$ cat src/rtl/ysyx_24100029_icache.sv
// Direct-mapped blocking I-cache between the IFU AXI4 read port and the memory-side crossbar.
// Latency: hit returns s_rvalid two cycles after the AR handshake; a miss returns it one cycle after the m_rlast beat.
// Backpressure: one request in flight, s_arready low outside IDLE; m_arvalid held until accepted; RESP holds until s_rready.
//
// Ports:
//   clock, reset (sync, active-high), fence_i (one-cycle invalidate-all pulse)
//   s_ar*/s_r*  : IFU side, single-beat 4-byte fetches
//   m_ar*/m_r*  : refill side, one INCR burst of LINE_WORDS beats per miss
//   hit_cnt, miss_cnt : lookup performance counters, present only when ICACHE_PERF_EN is defined
module ysyx_24100029_icache #(
  parameter int LINE_WORDS = 4,
  parameter int SETS       = 16
) (
  input  logic        clock,
  input  logic        reset,
  input  logic        fence_i,
  input  logic        s_arvalid,
  output logic        s_arready,
  input  logic [31:0] s_araddr,
  output logic        s_rvalid,
  input  logic        s_rready,
  output logic [31:0] s_rdata,
  output logic [1:0]  s_rresp,
  output logic        s_rlast,
  output logic        m_arvalid,
  input  logic        m_arready,
  output logic [31:0] m_araddr,
  output logic [7:0]  m_arlen,
  output logic [2:0]  m_arsize,
  output logic [1:0]  m_arburst,
  input  logic        m_rvalid,
  output logic        m_rready,
  input  logic [31:0] m_rdata,
  input  logic [1:0]  m_rresp,
  input  logic        m_rlast
`ifdef ICACHE_PERF_EN
  ,
  output logic [31:0] hit_cnt,
  output logic [31:0] miss_cnt
`endif
);

  localparam int OFF_W = $clog2(LINE_WORDS);
  localparam int IDX_W = $clog2(SETS);
  localparam int TAG_W = 32 - IDX_W - OFF_W - 2;

  typedef enum logic [2:0] {
    IDLE,
    LOOKUP,
    MISS_AR,
    MISS_R,
    RESP
  } state_t;

  state_t state;
  state_t next_state;

  // Latched fetch address, byte offset dropped (fetches are word aligned).
  logic [29:0]      word_addr;
  logic [TAG_W-1:0] req_tag;
  logic [IDX_W-1:0] req_idx;
  logic [OFF_W-1:0] req_off;

  logic [SETS-1:0]  valid_q;
  logic [TAG_W-1:0] tag_arr  [SETS];
  logic [31:0]      data_arr [SETS][LINE_WORDS];

  logic [OFF_W-1:0] beat_cnt;
  logic             err_q;       // any refill beat so far returned a nonzero response
  logic             flush_pend;  // fence_i seen while this line was being filled
  logic             lookup_hit;
  logic             rd_err;

  logic unused_lsb;
  assign unused_lsb = ^s_araddr[1:0];

  assign req_off = word_addr[OFF_W-1:0];
  assign req_idx = word_addr[OFF_W+IDX_W-1:OFF_W];
  assign req_tag = word_addr[29:OFF_W+IDX_W];

  // A fence in the lookup cycle wins: the set is being invalidated, so report a miss.
  assign lookup_hit = valid_q[req_idx] && (tag_arr[req_idx] == req_tag) && !fence_i;

  // Error status including the beat arriving this cycle.
  assign rd_err = err_q || (m_rresp != 2'b00);

  assign m_araddr  = {req_tag, req_idx, {(OFF_W + 2){1'b0}}};
  assign m_arlen   = 8'(LINE_WORDS - 1);
  assign m_arsize  = 3'b010;
  assign m_arburst = 2'b01;
  assign s_rlast   = s_rvalid;

  always_ff @(posedge clock) begin
    if (reset) begin
      state <= IDLE;
    end else begin
      state <= next_state;
    end
  end

  always_comb begin
    next_state = state;
    s_arready  = 1'b0;
    s_rvalid   = 1'b0;
    m_arvalid  = 1'b0;
    m_rready   = 1'b0;
    case (state)
      IDLE: begin
        s_arready = 1'b1;
        if (s_arvalid) next_state = LOOKUP;
      end
      LOOKUP: begin
        next_state = lookup_hit ? RESP : MISS_AR;
      end
      MISS_AR: begin
        m_arvalid = 1'b1;
        if (m_arready) next_state = MISS_R;
      end
      MISS_R: begin
        m_rready = 1'b1;
        // The beat counter is only a write pointer; the burst ends on m_rlast.
        if (m_rvalid && m_rlast) next_state = RESP;
      end
      RESP: begin
        s_rvalid = 1'b1;
        if (s_rready) next_state = IDLE;
      end
      default: next_state = IDLE;
    endcase
  end

  // Control and response registers.
  always_ff @(posedge clock) begin
    if (reset) begin
      valid_q    <= '0;
      word_addr  <= '0;
      s_rdata    <= '0;
      s_rresp    <= 2'b00;
      beat_cnt   <= '0;
      err_q      <= 1'b0;
      flush_pend <= 1'b0;
    end else begin
      if (fence_i) valid_q <= '0;
      case (state)
        IDLE: begin
          if (s_arvalid) word_addr <= s_araddr[31:2];
        end
        LOOKUP: begin
          if (lookup_hit) begin
            s_rdata <= data_arr[req_idx][req_off];
            s_rresp <= 2'b00;
          end else begin
            // A fence in this cycle precedes the fill, so it does not block validation.
            err_q      <= 1'b0;
            flush_pend <= 1'b0;
          end
        end
        MISS_AR: begin
          if (fence_i)   flush_pend <= 1'b1;
          if (m_arready) beat_cnt   <= '0;
        end
        MISS_R: begin
          if (fence_i) flush_pend <= 1'b1;
          if (m_rvalid) begin
            beat_cnt <= beat_cnt + OFF_W'(1);
            err_q    <= rd_err;
            if (beat_cnt == req_off) s_rdata <= m_rdata;
            if (m_rlast) begin
              // Written after the fence clear above, so this bit wins for the filled set;
              // a same-cycle fence still keeps it invalid.
              valid_q[req_idx] <= !(rd_err || flush_pend || fence_i);
              s_rresp          <= rd_err ? 2'b10 : 2'b00;
            end
          end
        end
        default: ;
      endcase
    end
  end

  // Line storage; contents are meaningless until the valid bit is set.
  always_ff @(posedge clock) begin
    if (state == MISS_R && m_rvalid) begin
      data_arr[req_idx][beat_cnt] <= m_rdata;
      if (m_rlast) tag_arr[req_idx] <= req_tag;
    end
  end

`ifdef ICACHE_PERF_EN
  always_ff @(posedge clock) begin
    if (reset) begin
      hit_cnt  <= '0;
      miss_cnt <= '0;
    end else if (state == LOOKUP) begin
      if (lookup_hit) hit_cnt  <= hit_cnt + 32'd1;
      else            miss_cnt <= miss_cnt + 32'd1;
    end
  end
`endif

endmodule

$ cat config.mk
export PLATFORM = sky130hd
export DESIGN_NAME = ysyx_24100029_icache
export DESIGN_NICKNAME = d
export VERILOG_FILES = /design/src/rtl/ysyx_24100029_icache.sv
export SDC_FILE = /design/constraint.sdc
export NUM_CORES = 2
export LEC_CHECK = 0
export CAP_MARGIN = 40
export CORE_MARGIN = 4
export CORE_UTILIZATION = 40
export DETAILED_ROUTE_END_ITERATION = 10
export GPL_TIMING_DRIVEN = 1
export HOLD_SLACK_MARGIN = 0.15
export PLACE_DENSITY = 0.68
export SYNTH_ARGS = -nofsm -noshare
export SYNTH_HDL_FRONTEND = slang
export SYNTH_SLANG_ARGS = --single-unit
$ cat constraint.sdc
create_clock -name clock -period 3 [get_ports clock]
set_clock_uncertainty 0.05 [all_clocks]
set_input_delay 0.6 -clock clock [delete_from_list [all_inputs] [get_ports clock]]
set_output_delay 0.6 -clock clock [all_outputs]
set_load 0.005 [all_outputs]
==> metrics.sh <==
TIMING_MAX_TRANSITION_VIOLATIONS_FINAL=0
TIMING_WORST_SETUP_PATH_TYPE='flop to flop'
INITIAL_UTILIZATION_PCT=40.2
SYNTHMUXAREASHARE_PCT=16.5
CRITPATHARRIVALTIME_NS=4.20
WORST-ENDPOINT-REQUIRED_NS=3.76
P_LEAK_uW=0.0368
RSZ_0062_RAISED_AFTER_GLOBAL_ROUTING='yes'
TIMING.HOLD.WS_NS=0.206
START_KIND='flop'
POST_SYNTH_INST_COUNT=4670
INITIAL_ANTENNA_VIOLATION_COUNT=10
INSERTED_CLOCK_BUFFERS=233
PLACE.PORT_BUFFERS=137
MIN-DELAY-PATH-CLASS='input pin to flop'
H-TREE-DEPTH=4
CLK_PATH_BUF_DEPTH=3
AREA_DELTA_SYNTH_FINAL_PCT=20.9
MAX_FREQ_MHz=291
DRIVE_ABOVE_1_SHARE_PCT=32.7
SYNTH_TOP_FAMILY_BY_AREA='multiplexers'
INSERTION_DELAY_NS=0.88
CTS_TREE='yes'
SYN_AVG_CELL_AREA_UM2=20.9
WORSTPATHMAXFANOUT=5
SYNTH-SIMPLE-AREA-SHARE_PCT=2.89
POWER_uW=74200
DETAIL_ROUTE.WL_PER_CELL_UM=30.4
POSTSYNTHREGISTERBITS=2522
FINAL_CELL_MIX='2432 x sky130_fd_sc_hd__edfxtp_1, 599 x sky130_fd_sc_hd__mux4_2, 388 x sky130_fd_sc_hd__buf_4'
VIAS_PER_CELL=5.87
IO-PIN-COUNT=158
TIMING.FINAL.HOLD_VIOLATIONS=0
GLOBALROUTE.TOTALOVERFLOW=0
DRT-PASS1-ITER-COUNT=5
FINAL_ANTENNA_NET_COUNT=0
LAYOUT_COMMONEST_CELL='sky130_fd_sc_hd__edfxtp_1'
FIRST_GLOBAL_VIAS=51700
POST-ROUTE-MIN-PERIOD_NS=3.44
AREA_FRACTION_IN_COMPOUND_GATES_AFTER_SYNTHESIS_PCT=2.03
VIAS=51500
GRT_PASS1_WL_UM=379000
GRT_START_MAX_NET_PINS=66
NNETSFINAL=5455
YS_ASYNC_SR_FRACTION_PCT=0
DIE_H_UM=502
SLEW_HEADROOM_PCT=36.4
SYNTH_ENABLE_FLOP_CELLS=2432
SYN_STD_CELL_AREA_UM2=97800
OUTCOME='complete, but fails checks'
DIE_X_UM=502
TIMING.CRITICAL_PATH.TO_TYPE='flop'
DP_HPWL_UM=160000
FINISH.CELL_COUNT_WITHOUT_FILLERS=8783
DIE_AREA_UM2=252000
PEAKVDDDROP_mV=0.529
DETAILEDROUTE.FIRSTITERATIONVIOLATIONS=6737
SYNTH-MAIN-FF-CELL='sky130_fd_sc_hd__edfxtp_1'
GRT_USAGE_PCT=20.9
CTS.CLK_SLEW.WORST_PATHS_NS=0.07
CORE_AREA_UM2=243000
SYNTH_ADDER_AREA_SHARE_PCT=0.0512
TIGHTESTPINTRANSITION_NS=0.953
YOSYS_WARNINGS=0
DETAIL_ROUTE.WIRELENGTH_UM=267000
SYNTH_XOR_XNOR_AREA_SHARE_PCT=0.331
VIOLATIONS='setup timing'
CTSROOTBUFFERMASTER='sky130_fd_sc_hd__clkbuf_16'
POST-ROUTE-WORST-SETUP-SLACK_NS=-0.442
GP_ROUTABILITY_CONGESTION=0.841
YOSYS.CELL_TYPES.COUNT=57
POWER_DENSITY_nW_PER_UM2=628
MAXCAPVIOLATIONS=0
STD_CELL_ROWS=181
SETUP_VIOL=37
REMAINING_DRC_ERRORS=0
POST_PLACEMENT_CELL_COUNT=8279
FINAL_CORE_UTIL_PCT=48.6
TIMING.FINAL.CRIT_SHARE_PCT=115
SEQUENTIAL_AREA_SHARE_AFTER_SYNTHESIS_PCT=76.5
CTS_NUM_SINKS=2522
## cells in the mapped netlist, drive strengths merged, types with 2 or more instances
cell,count,area share [%]
a2111oi,2,0.018
a211oi,100,0.77
a21o,3,0.023
a21oi,90,0.46
a221oi,2,0.018
a22o,3,0.027
a22oi,72,0.55
a31oi,4,0.026
and2,6,0.038
and3,6,0.038
buf,186,1.1
clkbuf,122,0.47
clkinv,3,0.012
conb,2,0.0077
dfxtp,90,1.8
edfxtp,2432,75
ha,4,0.051
inv,36,0.14
mux2,36,0.41
mux2i,223,2.3
mux4,599,14
nand2,249,0.96
nand2b,3,0.019
nand3,77,0.40
nand3b,2,0.015
nand4,100,0.64
nor2,114,0.44
nor2b,12,0.077
nor3,14,0.077
nor3b,17,0.13
nor4,2,0.019
o211ai,2,0.015
o21ai,3,0.015
o22ai,2,0.013
or3,3,0.019
xnor2,32,0.29
xor2,5,0.045
## kinds of logic (layout without fill, tap and decap cells)
family / Yosys count / in the layout
muxes: 858 / 858
adders and majority gates: 4 / 4
and+or+nand+nor: 608 / 608
buffers and inverters: 347 / 1241
DFF: 2522 / 2522
xor gates and xnor gates: 37 / 37
AOI/OAI and AO/OA: 292 / 292
other: 2 / 19
## final cells by class
type / count / area, µm²
well taps: 3202 / 4010
clock buffers: 300 / 6230
repair buffers: 764 / 8820
clock inverters: 138 / 1580
flip-flops and latches: 2522 / 74900
multi-input cells: 1817 / 22600
diodes: 1 / 2.50
fillers: 19400 / 125000
inverters: 39 / 156
## registers in the layout (all words and copies together), names as in the netlist, named ones only
signal and flops:
s_rresp 1, s_rdata 32, beat_cnt 2, tag_arr 384, flush_pend 1, data_arr 2048
err_q 1, state 3, word_addr 30, valid_q 16
## power by group
group	switching, µW	leakage, µW	internal (µW)
Combinational	3050	0.0101	2520
Clock	13200	0.00377	16800
Sequential	102	0.0229	38600
Total	16300	0.0368	57900
## metal layers
| metal | vias up | share of wire (%) | wire length, µm | global-route usage (%) |
|---|---|---|---|---|
| met3 | 534 | 9.5 | 25400 | 3.97 |
| met5 | - | 0.010 | 27 | 0 |
| met2 | 2834 | 49 | 131000 | 34.3 |
| met4 | 4 | 4.1 | 11000 | 7.76 |
| met1 | 27400 | 37 | 100000 | 28.0 |
| li1 | 20800 | - | - | - |
## worst max-delay path, stage by stage (launching register included)
cell and delay [ns]:
sky130_fd_sc_hd__dfxtp_4 0.42, sky130_fd_sc_hd__buf_12 0.14, sky130_fd_sc_hd__clkbuf_16 0.16, sky130_fd_sc_hd__mux4_2 0.48, sky130_fd_sc_hd__mux2i_1 0.24, sky130_fd_sc_hd__xnor2_1 0.18, sky130_fd_sc_hd__nor3_2 0.24, sky130_fd_sc_hd__o211ai_1 0.24
sky130_fd_sc_hd__buf_4 0.22, sky130_fd_sc_hd__or3_4 0.32, sky130_fd_sc_hd__o41a_1 0.37, sky130_fd_sc_hd__and2_4 0.17, sky130_fd_sc_hd__o22ai_2 0.13
## what timing repair did
action,CTS,global route
pin swaps,30,9
hold buffers,19,0
setup buffers,17,23
gates resized for setup,104,49
setup endpoints to repair,45,44
gates cloned,4,4
endpoints found under the hold margin,93,0
## metrics by stage
stage	setup WS (ns)	setup TNS [ns]	instance area, µm²
after floorplan	-0.215	-228.51	98200
after global placement	-0.833	-26.85	109000
after detailed placement	-0.830	-22.44	109000
after CTS	-0.430	-13.96	118000
after global routing	-0.554	-17.28	118000
final	-0.442	-13.15	118000
## path summary, 6_finish.rpt
| check | slack [ns] | startpoint | depth (start not counted) | to |
|---|---|---|---|---|
| max | -0.44 | flop | 12 | err_q |
| min | 0.21 | m_rdata[18] | 1 | data_arr[0][82] |
| max reg2reg | -0.44 | flop | 12 | err_q |
| min reg2reg | 0.41 | state[2] | 1 | state[0] |
Note: power is estimated with default switching activity, not from simulation.
